## src/rtl/pass_ctrl_pkg.sv

```systemverilog
// Shared definitions for the pass stream controller: phase encoding,
// GIN stream-select codes and the word-size helper.
package pass_ctrl_pkg;

  typedef enum logic [2:0] {
    IDLE         = 3'd0,
    LOAD_FILTER  = 3'd1,
    STREAM_IFMAP = 3'd2,
    STREAM_IPSUM = 3'd3,
    DRAIN_OPSUM  = 3'd4,
    DONE         = 3'd5
  } phase_e;

  localparam logic [1:0] SEL_FILTER = 2'd0;
  localparam logic [1:0] SEL_IFMAP  = 2'd1;
  localparam logic [1:0] SEL_IPSUM  = 2'd2;

  function automatic int unsigned bytes_per_word(input int unsigned data_bits);
    return data_bits / 8;
  endfunction

endpackage

```

## src/rtl/rd_return_fifo.sv

```systemverilog
// Read-return buffer: small synchronous FIFO that absorbs GLB read data
// until the GIN network accepts it. Flush drops everything immediately.
module rd_return_fifo #(
  parameter int DATA_BITS = 32,
  parameter int DEPTH     = 4,
  parameter int CW        = $clog2(DEPTH) + 1
) (
  input  logic                 clk,
  input  logic                 rst,
  input  logic                 flush,
  input  logic                 push,
  input  logic [DATA_BITS-1:0] push_data,
  input  logic                 pop,
  output logic [DATA_BITS-1:0] head_data,
  output logic [CW-1:0]        count,
  output logic                 empty,
  output logic                 full
);

  localparam int AW = $clog2(DEPTH);

  logic [DATA_BITS-1:0] mem [DEPTH];
  logic [AW-1:0]        wr_ptr;
  logic [AW-1:0]        rd_ptr;
  logic                 push_ok;
  logic                 pop_ok;

  assign empty     = (count == '0);
  assign full      = (count == CW'(DEPTH));
  assign push_ok   = push && !full;
  assign pop_ok    = pop && !empty;
  assign head_data = mem[rd_ptr];

  // Storage array; contents need no reset because the pointers gate them.
  always_ff @(posedge clk) begin
    if (push_ok && !flush) begin
      mem[wr_ptr] <= push_data;
    end
  end

  // Pointer and occupancy bookkeeping; flush empties the buffer in one cycle.
  always_ff @(posedge clk or negedge rst) begin
    if (!rst) begin
      wr_ptr <= '0;
      rd_ptr <= '0;
      count  <= '0;
    end else if (flush) begin
      wr_ptr <= '0;
      rd_ptr <= '0;
      count  <= '0;
    end else begin
      if (push_ok) wr_ptr <= wr_ptr + 1'b1;
      if (pop_ok)  rd_ptr <= rd_ptr + 1'b1;
      count <= count + CW'(push_ok) - CW'(pop_ok);
    end
  end

endmodule

```

## src/rtl/pass_stream_controller.sv

```systemverilog
// Sequences GLB-to-PE traffic for one convolution pass: a single filter
// load, then per output tile an ifmap stream, an ipsum/bias stream and an
// opsum drain. Reads are issued ahead into a return buffer that is sized
// so that outstanding reads can never overflow it.
module pass_stream_controller
  import pass_ctrl_pkg::*;
#(
  parameter int DATA_BITS = 32,
  parameter int ADDR_BITS = 32,
  parameter int CNT_BITS  = 16,
  parameter int RD_LAT    = 1,
  parameter int BUF_DEPTH = 4
) (
  input  logic                   clk,
  input  logic                   rst,
  input  logic                   start,
  input  logic                   abort,
  output logic                   busy,
  output logic                   done,
  output logic [2:0]             phase,
  input  logic [ADDR_BITS-1:0]   filter_base,
  input  logic [ADDR_BITS-1:0]   ifmap_base,
  input  logic [ADDR_BITS-1:0]   ipsum_base,
  input  logic [ADDR_BITS-1:0]   opsum_base,
  input  logic [CNT_BITS-1:0]    filter_len,
  input  logic [CNT_BITS-1:0]    ifmap_len,
  input  logic [CNT_BITS-1:0]    ipsum_len,
  input  logic [CNT_BITS-1:0]    opsum_len,
  input  logic [ADDR_BITS-1:0]   ifmap_tile_stride,
  input  logic [ADDR_BITS-1:0]   ipsum_tile_stride,
  input  logic [ADDR_BITS-1:0]   opsum_tile_stride,
  input  logic [CNT_BITS-1:0]    num_tiles,
  output logic                   gin_valid,
  input  logic                   gin_ready,
  output logic [1:0]             gin_sel,
  output logic [DATA_BITS-1:0]   gin_data,
  input  logic                   gon_valid,
  output logic                   gon_ready,
  input  logic [DATA_BITS-1:0]   gon_data,
  output logic [DATA_BITS/8-1:0] glb_re,
  output logic [ADDR_BITS-1:0]   glb_r_addr,
  input  logic [DATA_BITS-1:0]   glb_r_data,
  output logic [DATA_BITS/8-1:0] glb_we,
  output logic [ADDR_BITS-1:0]   glb_w_addr,
  output logic [DATA_BITS-1:0]   glb_w_data
);

  localparam int                 BPW         = bytes_per_word(DATA_BITS);
  localparam int                 CW          = $clog2(BUF_DEPTH) + 1;
  localparam logic [CW:0]        DEPTH_LIMIT = (CW+1)'(BUF_DEPTH);
  localparam logic [ADDR_BITS-1:0] WORD_STEP = ADDR_BITS'(BPW);
  localparam logic [CNT_BITS-1:0]  CNT_ONE   = CNT_BITS'(1);

  phase_e state, state_next;

  logic [ADDR_BITS-1:0] filter_base_q, ifmap_base_q, ipsum_base_q, opsum_base_q;
  logic [CNT_BITS-1:0]  filter_len_q, ifmap_len_q, ipsum_len_q, opsum_len_q;
  logic [ADDR_BITS-1:0] ifmap_stride_q, ipsum_stride_q, opsum_stride_q;
  logic [CNT_BITS-1:0]  tiles_q;

  logic [CNT_BITS-1:0]  tile_ct, issued, popped, written;
  logic [RD_LAT-1:0]    inflight;
  logic [CW:0]          inflight_cnt;
  logic [CW-1:0]        fifo_count;
  logic                 fifo_empty;
  logic                 fifo_full;

  logic                 read_phase;
  logic [CNT_BITS-1:0]  cur_len;
  logic [ADDR_BITS-1:0] cur_base, cur_stride, phase_addr;
  logic [CNT_BITS-1:0]  word_idx;
  logic [1:0]           cur_sel;
  logic                 issue, push, pop, write, phase_end, last_tile, drain_open;

  rd_return_fifo #(
    .DATA_BITS(DATA_BITS),
    .DEPTH    (BUF_DEPTH),
    .CW       (CW)
  ) u_fifo (
    .clk      (clk),
    .rst      (rst),
    .flush    (abort),
    .push     (push),
    .push_data(glb_r_data),
    .pop      (pop),
    .head_data(gin_data),
    .count    (fifo_count),
    .empty    (fifo_empty),
    .full     (fifo_full)
  );

  // Pick the length, base, stride and GIN target that belong to the current phase.
  always_comb begin
    read_phase = 1'b0;
    cur_len    = '0;
    cur_base   = '0;
    cur_stride = '0;
    cur_sel    = SEL_FILTER;
    case (state)
      LOAD_FILTER: begin
        read_phase = 1'b1;
        cur_len    = filter_len_q;
        cur_base   = filter_base_q;
      end
      STREAM_IFMAP: begin
        read_phase = 1'b1;
        cur_len    = ifmap_len_q;
        cur_base   = ifmap_base_q;
        cur_stride = ifmap_stride_q;
        cur_sel    = SEL_IFMAP;
      end
      STREAM_IPSUM: begin
        read_phase = 1'b1;
        cur_len    = ipsum_len_q;
        cur_base   = ipsum_base_q;
        cur_stride = ipsum_stride_q;
        cur_sel    = SEL_IPSUM;
      end
      DRAIN_OPSUM: begin
        cur_len    = opsum_len_q;
        cur_base   = opsum_base_q;
        cur_stride = opsum_stride_q;
      end
      default: ;
    endcase
  end

  // Count reads still travelling through the GLB pipeline.
  always_comb begin
    inflight_cnt = '0;
    for (int i = 0; i < RD_LAT; i++) begin
      inflight_cnt = inflight_cnt + (CW+1)'(inflight[i]);
    end
  end

  assign word_idx   = read_phase ? issued : written;
  assign phase_addr = cur_base + ADDR_BITS'(tile_ct) * cur_stride + ADDR_BITS'(word_idx) * WORD_STEP;

  assign issue      = read_phase && !abort && (issued != cur_len) &&
                      ((inflight_cnt + (CW+1)'(fifo_count)) < DEPTH_LIMIT);
  assign push       = inflight[RD_LAT-1];
  assign gin_valid  = !fifo_empty;
  assign pop        = gin_valid && gin_ready;
  assign drain_open = (state == DRAIN_OPSUM) && !abort && (written != cur_len);
  assign write      = drain_open && gon_valid;
  assign last_tile  = (tile_ct == tiles_q - CNT_ONE);

  assign phase_end  = (read_phase && ((cur_len == '0) || (pop && (popped == cur_len - CNT_ONE)))) ||
                      ((state == DRAIN_OPSUM) && ((cur_len == '0) || (write && (written == cur_len - CNT_ONE))));

  assign gon_ready  = drain_open;
  assign gin_sel    = cur_sel;
  assign glb_re     = issue ? '1 : '0;
  assign glb_r_addr = issue ? phase_addr : '0;
  assign glb_we     = write ? '1 : '0;
  assign glb_w_addr = write ? phase_addr : '0;
  assign glb_w_data = gon_data;
  assign phase      = state;

  // Phase register.
  always_ff @(posedge clk or negedge rst) begin
    if (!rst) state <= IDLE;
    else      state <= state_next;
  end

  // Phase sequencing plus status flags; abort overrides everything, including start.
  always_comb begin
    state_next = state;
    busy       = (state != IDLE);
    done       = (state == DONE);
    if (abort) begin
      state_next = IDLE;
    end else begin
      case (state)
        IDLE:         if (start)     state_next = LOAD_FILTER;
        LOAD_FILTER:  if (phase_end) state_next = STREAM_IFMAP;
        STREAM_IFMAP: if (phase_end) state_next = STREAM_IPSUM;
        STREAM_IPSUM: if (phase_end) state_next = DRAIN_OPSUM;
        DRAIN_OPSUM:  if (phase_end) state_next = last_tile ? DONE : STREAM_IFMAP;
        DONE:         state_next = IDLE;
        default:      state_next = IDLE;
      endcase
    end
  end

  // Configuration capture at start and the per-phase/per-tile word counters.
  always_ff @(posedge clk or negedge rst) begin
    if (!rst) begin
      filter_base_q  <= '0;
      ifmap_base_q   <= '0;
      ipsum_base_q   <= '0;
      opsum_base_q   <= '0;
      filter_len_q   <= '0;
      ifmap_len_q    <= '0;
      ipsum_len_q    <= '0;
      opsum_len_q    <= '0;
      ifmap_stride_q <= '0;
      ipsum_stride_q <= '0;
      opsum_stride_q <= '0;
      tiles_q        <= '0;
      tile_ct        <= '0;
      issued         <= '0;
      popped         <= '0;
      written        <= '0;
    end else begin
      if ((state == IDLE) && start && !abort) begin
        filter_base_q  <= filter_base;
        ifmap_base_q   <= ifmap_base;
        ipsum_base_q   <= ipsum_base;
        opsum_base_q   <= opsum_base;
        filter_len_q   <= filter_len;
        ifmap_len_q    <= ifmap_len;
        ipsum_len_q    <= ipsum_len;
        opsum_len_q    <= opsum_len;
        ifmap_stride_q <= ifmap_tile_stride;
        ipsum_stride_q <= ipsum_tile_stride;
        opsum_stride_q <= opsum_tile_stride;
        tiles_q        <= (num_tiles == '0) ? CNT_ONE : num_tiles;
        tile_ct        <= '0;
      end
      if (abort || phase_end) begin
        issued  <= '0;
        popped  <= '0;
        written <= '0;
      end else begin
        if (issue) issued  <= issued + CNT_ONE;
        if (pop)   popped  <= popped + CNT_ONE;
        if (write) written <= written + CNT_ONE;
      end
      if (!abort && (state == DRAIN_OPSUM) && phase_end && !last_tile) begin
        tile_ct <= tile_ct + CNT_ONE;
      end
    end
  end

  // Shift register marking which cycles carry returning read data.
  always_ff @(posedge clk or negedge rst) begin
    if (!rst)       inflight <= '0;
    else if (abort) inflight <= '0;
    else            inflight <= RD_LAT'({inflight, issue});
  end

endmodule

```

## config.mk

```make
export PLATFORM = sky130hd
export DESIGN_NAME = pass_stream_controller
export DESIGN_NICKNAME = d
export VERILOG_FILES = /design/src/rtl/pass_ctrl_pkg.sv /design/src/rtl/rd_return_fifo.sv /design/src/rtl/pass_stream_controller.sv
export SDC_FILE = /design/constraint.sdc
export NUM_CORES = 2
export LEC_CHECK = 0
export ABC_CLOCK_PERIOD_IN_PS = 31100
export BUFFER_PORTS_ARGS = -buffer_cell sky130_fd_sc_hd__buf_4
export CAP_MARGIN = 20
export CORE_MARGIN = 2
export CORE_UTILIZATION = 25
export CTS_CLUSTER_SIZE = 25
export DETAILED_ROUTE_END_ITERATION = 7
export HOLD_SLACK_MARGIN = 0.08
export SYNTH_ARGS = -nofsm -noshare
export SYNTH_HDL_FRONTEND = slang
export SYNTH_HIERARCHICAL = 1
export SYNTH_SLANG_ARGS = --single-unit
```

## constraint.sdc

```tcl
create_clock -name clk -period 31.1 [get_ports clk]
set_input_delay 6.22 -clock clk [delete_from_list [all_inputs] [get_ports clk]]
set_output_delay 6.22 -clock clk [all_outputs]
set_load 0.005 [all_outputs]
```

==> results by group <==
Yosys
  • Post-synth EDFFs: about 130
  • Largest family of logic cells by synthesized area: adder cells
  • Synthesized area: 0.0375 mm²
  • Post-Syn Nets: around 4300
  • Syn. warnings: 6
  • Cells after Synth: 3444
  • Synth Area in XOR/XNOR: between 4 and 5%
  • Ys async rst share: 74.8%
  • Sequential area share after synthesis: 35.5%
  • Most used DFF post-synth: dfrtp_1
  • #FFs+latches synth: between 500 and 600
  • Simple-gate share of the synthesized area: between 10% and 20%
  • Compound-Gate Fraction of Synth Area: 5.38%
  • Post-Synth Adder-Cell Area: 21.9%
  • Library cells used by synthesis: 84
  • Mux share of post-synthesis cell area: a little over an eighth
  • Synth Area per Inst: 10.9 µm²

Pwr
  • PwrDens: about 51 mW/mm²
  • Clk pwr share: 34.8%
  • Sw power: about 0.00071 W
  • Logic pwr share: around a quarter
  • Switching share of power: a little under a third
  • Flop pwr share: roughly 39%
  • P_int: approximately 0.0016 W
  • Leakage: about 20 nW
  • Peak VDD IR: 0.0494 mV

STA
  • Fmax: ~0.06 GHz
  • Count of pins over their slew limit: 0
  • Hold Fails Final Rpt: 0
  • Setup-failing EPs final: 0
  • Setup TNS: 0 ns
  • RSZ-0062 raised after global routing: false
  • Layout Skew: slightly above 0.07 ns
  • WHS: roughly 0.5 ns
  • Fin crit share: around 52%
  • Worst-Margin Slew: between 1 and 1.5 ns
  • Final Critical Period: between 15 and 20 ns
  • Max_slew headroom: between 20% and 30%

Routing
  • Wire length per cell: 19.6 µm
  • Drt first-iter violations: between 1500 and 2000
  • Via count: approximately 26000
  • Routed WL: 115000 µm
  • Drt pass-1 iters: 5
  • DRC: 0
  • Routed Antenna Nets: 0
  • Drt via density: 4.45

Die
  • DIE WIDTH: 391 µm
  • Core Footprint: between 0.1 and 0.15 mm²
  • Row count: 142
  • Die Ht: ~390 µm
  • Ports: approximately 520
  • Die ar.: around 0.15 mm²
  • Initial Util: between 20% and 30%

Placed design
  • Post-DP HPWL: 88900 µm
  • GPL Wtd Cong: ~0.9
  • Port Buffers: about 450

Final layout
  • Layout area overhead: 20.6%
  • Core Util, Final: between 30% and 40%
  • Nets: between 4000 and 5000
  • # fillers: between 15000 and 20000
  • Share of cells above drive strength 1: a little over a quarter

Critical path
  • Max stage delay cell, worst path: dfrtp_1
  • Required @ worst endpoint: 24.88 ns
  • Startpoint Class: register
  • Worst r2r src: phase[2]$_DFFE_PN0P_
  • WS Path Type: register to output port
  • Buf+Inv Stages, Crit Path: 6
  • CP Capture Type: output port
  • Peak per-stage delay on the critical path: 0.64 ns
  • Critical Path Stages: 27
  • CP arrival: roughly 10 ns
  • Cell family with most CP delay: adder cells
  • Critical path origin: phase[2]$_DFFE_PN0P_
  • Worst r2r dst: popped[5]$_DFFE_PN0P_
  • Flop-to-flop setup slack: 24.83 ns
  • CP dominant cell by count: fa_1
  • Crit path to: glb_r_addr[31]
  • Maximum fanout along the worst path: 60
  • R2r worst-path depth: 15

GRT
  • Initial antenna violation count: 10
  • Largest net degree at the start of global routing: between 150 and 200
  • Grt ovf: 0
  • Total GRT Usage: 15.0%
  • First-pass GRT wire length: approximately 170000 µm
  • Number of global-route vias before repair: about 27000

CTS
  • Post-cts resize count: 0
  • CTS tree: done
  • H-tree depth: 2
  • Post-CTS Setup Inserts: 0
  • Clock transition at path regs: 0.06 ns
  • Total CTS buffers: 60
  • Clock sink total: 507
  • Post-CTS Hold Buffers: 0
  • Clk_lat worst skew: about 0.72 ns
  • Clock root buffer: clkbuf_16
  • Clock Path Buffers: 3

Job
  • Max-cap violation count: 0

Run status
  • Status: complete, no violations

Hold path
  • Min-delay worst type: register to register
[metrics by stage]
stage / power, W / area (µm²) / instances / setup slack [ns]
finish: 0.00230 / 45200 / 5875 / 14.78
global route: 0.00242 / 45200 / 5871 / 14.24
CTS: 0.00233 / 45200 / 5870 / 14.64
detailed placement: 0.00152 / 43000 / 5756 / 15.43
global placement: 0.00150 / 43000 / 5756 / 15.56
floorplan: 0.00128 / 37500 / 3444 / 16.32
[cell families after synthesis]
family | Yosys count
adders and majority gates | 445
xor gates and xnor gates | 191
AOI/OAI and AO/OA | 292
muxes | 407
and+or+nand+nor | 921
DFF | 507
buffers and inverters | 681
[power groups by stage]
stage | logic [W] | registers, W | clock network (W)
after CTS | 0.000610 | 0.000897 | 0.000821
after detailed placement | 0.000607 | 0.000910 | 0
after global placement | 0.000598 | 0.000906 | 0
final | 0.000600 | 0.000898 | 0.000799
after global routing | 0.000659 | 0.000913 | 0.000846
after floorplan | 0.000404 | 0.000874 | 0
[layout make-up]
class	count	area, µm²	share of cell area (%)
Clock inverter	37	582	1.29
Inverter	451	1690	3.74
Sequential cell	507	13300	29.5
Timing Repair Buffer	526	3970	8.78
Antenna cell	5	12.5	0.0277
Tap cell	2016	2520	5.58
Multi-Input combinational cell	2256	21400	47.4
Clock buffer	77	1680	3.70
[cell usage after synthesis (all sizes together), types with 13 or more instances]
master,instances,area (µm²)
and2,162,1010
ha,94,1180
dfrtp,379,9480
a21o,15,113
inv,451,1690
nor2,183,687
mux2,317,3570
edfxtp,128,3840
a22o,19,166
mux4,32,818
a21oi,61,305
o21ai,72,368
fa,350,7010
nand2b,40,250
xnor2,121,1060
buf,79,537
nor2b,17,106
nand4,20,125
a221oi,13,120
nand3,40,200
mux2i,58,581
clkbuf,151,567
nor3,31,155
nand2,341,1280
xor2,67,587
a22oi,29,223
and3,21,131
[worst min-delay path by stage]
stage	startpoint	to	cells past startpoint
floorplan	ifmap_len_q[10]$_DFFE_PN0P_	ifmap_len_q[10]$_DFFE_PN0P_	1
global placement	ifmap_base_q[22]$_DFFE_PN0P_	ifmap_base_q[22]$_DFFE_PN0P_	1
detailed placement	ifmap_len_q[9]$_DFFE_PN0P_	ifmap_len_q[9]$_DFFE_PN0P_	1
CTS	ifmap_len_q[9]$_DFFE_PN0P_	ifmap_len_q[9]$_DFFE_PN0P_	1
global route	ifmap_len_q[9]$_DFFE_PN0P_	ifmap_len_q[9]$_DFFE_PN0P_	1
finish	ifmap_len_q[9]$_DFFE_PN0P_	ifmap_len_q[9]$_DFFE_PN0P_	1
[state kept, by name (all words and copies together), names as in the netlist, 32 cells and up]
signal,cells
opsum_stride_q,32
ipsum_base_q,32
opsum_base_q,32
u_fifo/mem,128
filter_base_q,32
ifmap_stride_q,32
ipsum_stride_q,32
ifmap_base_q,32
[layout by cell type, fill, tap and decap left out, drive strengths merged, types with 58 or more instances in the layout]
cell type / n
mux2: 317
nor2: 183
a21oi: 61
mux2i: 58
fa: 350
inv: 455
xor2: 67
dfrtp: 379
xnor2: 121
ha: 94
o21ai: 72
clkbuf: 77
nand2: 341
buf: 526
and2: 162
edfxtp: 128
[metal layers]
layer	wire (µm)	global-route usage (%)
met1	50800	20.0
met5	77	0
met2	54100	24.6
met4	3270	4.49
met3	6850	2.75
Note: power is estimated with default switching activity, not from simulation.
